===== src/rtl/serial_frame_rx.sv =====
// Serial deframer: start-bit detect, LSB-first data assembly, optional even parity and stop check,
// with good words queued in a small valid/ready FIFO.
module serial_frame_rx #(
    parameter int unsigned NBITS_DATA = 4,
    parameter int unsigned PARITY_EN  = 1,
    parameter int unsigned FIFO_DEPTH = 2
) (
    input  logic                          clk_2,
    input  logic                          reset,
    input  logic                          serial_in,
    input  logic                          sample_en,
    input  logic                          rx_ready,
    output logic [NBITS_DATA-1:0]         rx_data,
    output logic                          rx_valid,
    output logic                          busy,
    output logic                          parity_err,
    output logic                          frame_err,
    output logic                          overrun,
    output logic [$clog2(FIFO_DEPTH):0]   fifo_count
);

    localparam int unsigned PtrW   = $clog2(FIFO_DEPTH);
    localparam int unsigned CountW = PtrW + 1;
    localparam int unsigned CntW   = (NBITS_DATA > 1) ? $clog2(NBITS_DATA) : 1;
    localparam logic [CntW-1:0]   LastBit  = CntW'(NBITS_DATA - 1);
    localparam logic [CountW-1:0] FullCnt  = CountW'(FIFO_DEPTH);

    typedef enum logic [2:0] {StIdle, StData, StParity, StStop, StBreak} state_e;

    state_e                state_q, state_d;
    logic [CntW-1:0]       cnt_q, cnt_d;
    logic [NBITS_DATA-1:0] shift_q, shift_d;
    logic                  par_q, par_d;
    logic                  perr_q, perr_d;
    logic                  ferr_q, ferr_d;
    logic                  push;
    logic                  parity_ok;

    logic [NBITS_DATA-1:0] mem_q [FIFO_DEPTH];
    logic [PtrW-1:0]       rd_ptr_q, rd_ptr_d, wr_ptr_q, wr_ptr_d;
    logic [CountW-1:0]     count_q, count_d;
    logic [NBITS_DATA-1:0] data_q, data_d;
    logic                  ovr_q, ovr_d;
    logic                  pop, full, wr_en;

    assign parity_ok = (PARITY_EN == 0) || !(^{shift_q, par_q});

    always_comb begin
        state_d = state_q;
        cnt_d   = cnt_q;
        shift_d = shift_q;
        par_d   = par_q;
        perr_d  = 1'b0;
        ferr_d  = 1'b0;
        push    = 1'b0;
        if (sample_en) begin
            unique case (state_q)
                StIdle: begin
                    if (!serial_in) begin
                        state_d = StData;
                        cnt_d   = '0;
                    end
                end
                StData: begin
                    shift_d[cnt_q] = serial_in;
                    cnt_d          = cnt_q + 1'b1;
                    if (cnt_q == LastBit) begin
                        state_d = (PARITY_EN != 0) ? StParity : StStop;
                    end
                end
                StParity: begin
                    par_d   = serial_in;
                    state_d = StStop;
                end
                StStop: begin
                    // A bad stop bit masks any parity problem: only one error pulse per frame.
                    if (!serial_in) begin
                        ferr_d  = 1'b1;
                        state_d = StBreak;
                    end else if (!parity_ok) begin
                        perr_d  = 1'b1;
                        state_d = StIdle;
                    end else begin
                        push    = 1'b1;
                        state_d = StIdle;
                    end
                end
                StBreak: begin
                    if (serial_in) state_d = StIdle;
                end
                default: state_d = StIdle;
            endcase
        end
    end

    always_comb begin
        pop      = (count_q != '0) && rx_ready;
        full     = (count_q == FullCnt);
        wr_en    = push && (!full || pop);
        ovr_d    = ovr_q | (push && full && !pop);
        rd_ptr_d = rd_ptr_q + PtrW'(pop);
        wr_ptr_d = wr_ptr_q + PtrW'(wr_en);
        count_d  = count_q;
        if (wr_en && !pop) count_d = count_q + 1'b1;
        if (!wr_en && pop) count_d = count_q - 1'b1;
        // Head register holds its last value once the FIFO drains.
        data_d = data_q;
        if (count_d != '0) begin
            data_d = (wr_en && (wr_ptr_q == rd_ptr_d)) ? shift_q : mem_q[rd_ptr_d];
        end
    end

    always_ff @(posedge clk_2 or negedge reset) begin
        if (!reset) begin
            state_q  <= StIdle;
            cnt_q    <= '0;
            shift_q  <= '0;
            par_q    <= 1'b0;
            perr_q   <= 1'b0;
            ferr_q   <= 1'b0;
            rd_ptr_q <= '0;
            wr_ptr_q <= '0;
            count_q  <= '0;
            data_q   <= '0;
            ovr_q    <= 1'b0;
            for (int i = 0; i < FIFO_DEPTH; i++) mem_q[i] <= '0;
        end else begin
            state_q  <= state_d;
            cnt_q    <= cnt_d;
            shift_q  <= shift_d;
            par_q    <= par_d;
            perr_q   <= perr_d;
            ferr_q   <= ferr_d;
            rd_ptr_q <= rd_ptr_d;
            wr_ptr_q <= wr_ptr_d;
            count_q  <= count_d;
            data_q   <= data_d;
            ovr_q    <= ovr_d;
            if (wr_en) mem_q[wr_ptr_q] <= shift_q;
        end
    end

    assign rx_data    = data_q;
    assign rx_valid   = (count_q != '0);
    assign busy       = (state_q != StIdle);
    assign parity_err = perr_q;
    assign frame_err  = ferr_q;
    assign overrun    = ovr_q;
    assign fifo_count = count_q;

endmodule


===== config.mk =====
export PLATFORM = sky130hd
export DESIGN_NAME = serial_frame_rx
export DESIGN_NICKNAME = d
export VERILOG_FILES = /design/src/rtl/serial_frame_rx.sv
export SDC_FILE = /design/constraint.sdc
export NUM_CORES = 1
export LEC_CHECK = 0
export ABC_AREA = 1
export BUFFER_PORTS_ARGS = -buffer_cell sky130_fd_sc_hd__buf_2
export CELL_PAD_IN_SITES_DETAIL_PLACEMENT = 0
export CELL_PAD_IN_SITES_GLOBAL_PLACEMENT = 1
export CORE_AREA = 2 2 57 80
export DETAILED_ROUTE_END_ITERATION = 6
export DIE_AREA = 0 0 59 82
export HOLD_SLACK_MARGIN = 0.12
export PLACE_DENSITY = 0.75
export SLEW_MARGIN = 20
export SYNTH_ARGS = -nofsm -noshare
export SYNTH_HDL_FRONTEND = slang
export SYNTH_SLANG_ARGS = --single-unit

===== constraint.sdc =====
create_clock -name clk_2 -period 1.8 [get_ports clk_2]
set_input_delay 0.27 -clock clk_2 [delete_from_list [all_inputs] [get_ports clk_2]]
set_output_delay 0.27 -clock clk_2 [all_outputs]
set_load 0.05 [all_outputs]

==> flow_metrics.tcl <==
set metrics [dict create \
    status "finished, final reports clean" \
    cell_internal_pwr_w 0.00189 \
    hold_violations 0 \
    path_cells "inv_2, ha_4, inv_8, nand2_8, inv_1, nor2_2, nor2_4, ha_1, nand2_1, o21ai_0" \
    drc 0 \
    hold_path.class "primary input to flip-flop" \
    p_leak_nw 0.954 \
    fin_crit_ns 1.64 \
    drive_above_1_share 0.256 \
    core_area_um2 4130 \
    grt_pass1_wl_um 4930 \
    syn-cell-area_um2 1560 \
    rsz0062_at_grt "true" \
    clockRootBuffer "clkbuf_8" \
    cts_buffer_depth 2 \
    ant_nets 0 \
    drtIter0Drc 47 \
    overflow 0 \
    ys_seq_area_frac 0.466 \
    fillers 437 \
    final-seq-area_um2 728 \
    cts-buffers-inserted 5 \
    synth_area_per_cell_um2 8.61 \
    crit_arrival_ns 1.80 \
    required_ns 1.96 \
    place.gp.congestion 0.738 \
    nets 219 \
    setup_viol 0 \
    dieHeight_um 82 \
    drv_cap 0 \
    numPlacedInstances 243 \
    worst_setup_path_end_kind "flip-flop" \
    pwr-share-seq 0.310 \
    syn_inst 181 \
    worstPathMaxFanout 8 \
    max_stage_delay_ns 0.41 \
    worst_hold_slack_ns 0.172 \
    clkTransAtPathRegs_ns 0.06 \
    diodes 0 \
    worstMarginPinSlew_ns 0.640 \
    via_per_inst 4.63 \
    pin_count 16 \
    fin_crit_sh 0.912 \
    path_class "flip-flop to flip-flop" \
    wl_per_cell_um 10.9 \
    cts_max_level 2 \
    grt_usage 0.137 \
    grt_pass1_vias 1161 \
    power.switching_w 0.00180 \
    fmax_mhz 609 \
    yosys_warnings 0 \
    p_clk_frac 0.139 \
    ir_drop_uv 851 \
    cts_tree "built" \
    place_area_um2 1750 \
    powerDensity_nw_per_um2 2000 \
    syn_to_final_growth_pct 18.2 \
    fp-row-count 28 \
    yosys_register_bits 29 \
    portBuffers 15 \
    vias 1166 \
    maxSlewHeadroom 0.573 \
    layout.cells.non_filler 252 \
    synth_cell_type_count 27 \
    clk_latency_ns 0.28 \
    p_sw_frac 0.488 \
    synth_fp_nets 194 \
    combPwrFrac 0.551 \
    slowest_stage "dfrtp_2" \
    die-area_um2 4840 \
    initial_core_util 0.377 \
    drt_pass1_iterations 4 \
    routed_wl_um 2750 \
    numClockSinks 29 \
    dp_hpwl_um 2110 \
    multi_input_area_um2 748 \
    skew_ns 0.00632 \
    slew_violations 0 \
    grt_max_degree 30 \
    dieWidth_um 59 \
    startpoint_type "flip-flop" \
    finalInstanceArea_um2 1840 \
    antenna_found_initial 0 \
]
==> metal layers <==
layer / track usage / wire, um
met1: 0.145 / 1170
met2: 0.243 / 1420
met3: 0.0283 / 74
met4: 0.0818 / 77
met5: 0 / 0
==> power by group through the flow <==
stage	clock network, W	registers, W	logic (W)
after global routing	0.000550	0.00119	0.00231
final	0.000511	0.00115	0.00203
after floorplan	0	0.00141	0.00138
after CTS	0.000527	0.00115	0.00207
after detailed placement	0	0.00116	0.00206
after global placement	0	0.00115	0.00206
==> kinds of logic (layout without fill, tap and decap cells) <==
kind of cell | Yosys count | count (layout) | synth area share
XOR/XNOR | 3 | 3 | 0.0289
AO/OA/AOI/OAI | 30 | 30 | 0.104
AND/OR/NAND/NOR | 81 | 81 | 0.263
buffers and inverters | 30 | 56 | 0.0739
flip-flops | 29 | 29 | 0.466
adder cells (fa/ha/maj) | 8 | 8 | 0.0643
==> final cells by class <==
cell class / count / area share
tap: 45 / 0.0306
clock buffer: 6 / 0.0394
clock inverter: 2 / 0.00543
inverter: 29 / 0.0645
sequential: 29 / 0.395
multi-input combinational: 122 / 0.406
timing repair buffer: 19 / 0.0584
==> worst max-delay path: cells and delay by family (launching register included) <==
kind                     cells  cell delay (ns)
flip-flops                   1             0.41
AND/OR/NAND/NOR              4             0.40
AO/OA/AOI/OAI                1             0.07
buffers and inverters        3             0.21
adder cells (fa/ha/maj)      2             0.42
==> cell usage in the layout, fill, tap and decap left out, types with 4 or more instances in the layout <==
cell,n
a21oi_1,5
buf_2,15
clkbuf_8,5
dfrtp_1,27
ha_1,6
inv_1,23
inv_2,4
nand2_1,44
nand2_2,4
nand2_4,5
nand3_1,8
nor2_1,11
o21ai_0,15
o21ai_1,6
==> cell usage after synthesis (all sizes together) <==
master	instances	area [um2]
a21oi	5	25.0
nand3	10	60.1
clkbuf	1	3.75
inv	29	111
nor3	2	21.3
nand4	1	12.5
xor2	1	8.76
a41oi	1	8.76
xnor2	2	36.3
ha	8	100
nor4	1	6.26
a31o	1	8.76
nor2	13	56.3
dfrtp	29	726
o21ai	21	105
o21bai	1	7.51
nand2	54	253
o31ai	1	7.51
==> registers in the layout, indices dropped and copies added (netlist names) <==
name	flops
frame_err	1
shift_q	4
mem_q	8
fifo_count	2
overrun	1
rd_ptr_q	1
state_q	3
cnt_q	2
wr_ptr_q	1
rx_data	4
parity_err	1
par_q	1
==> timing repair <==
action / CTS / global route
endpoints found under the hold margin: 29 / 0
resized for setup: 0 / 1
hold buffers: 1 / 0
endpoints found under the setup margin: 0 / 6
setup buffers: 0 / 0
==> worst paths after layout <==
| check | start | endpoint | slack, ns | cells past startpoint |
|---|---|---|---|---|
| max | fifo_count[0]$_DFF_PN0_ | mem_q[5]$_DFFE_PN0P_ | 0.16 | 10 |
| min | serial_in | frame_err$_DFF_PN0_ | 0.17 | 2 |
| max reg2reg | fifo_count[0]$_DFF_PN0_ | mem_q[5]$_DFFE_PN0P_ | 0.16 | 10 |
| min reg2reg | overrun$_DFF_PN0_ | overrun$_DFF_PN0_ | 0.46 | 1 |
| max in group asynchronous | reset | fifo_count[0]$_DFF_PN0_ | 0.80 | 2 |
| min in group asynchronous | reset | mem_q[7]$_DFFE_PN0P_ | 0.55 | 2 |
==> stage by stage <==
stage               setup WS (ns)   util  total power [W]  TNS [ns]
floorplan                 -0.0409      -          0.00278    -0.162
global placement            0.110  0.423          0.00321         0
detailed placement         0.0776  0.423          0.00322         0
CTS                        0.0511  0.445          0.00375         0
global route              -0.0216  0.446          0.00405   -0.0601
finish                      0.159  0.446          0.00369         0
No activity file was read; power rests on OpenSTA's default activity.
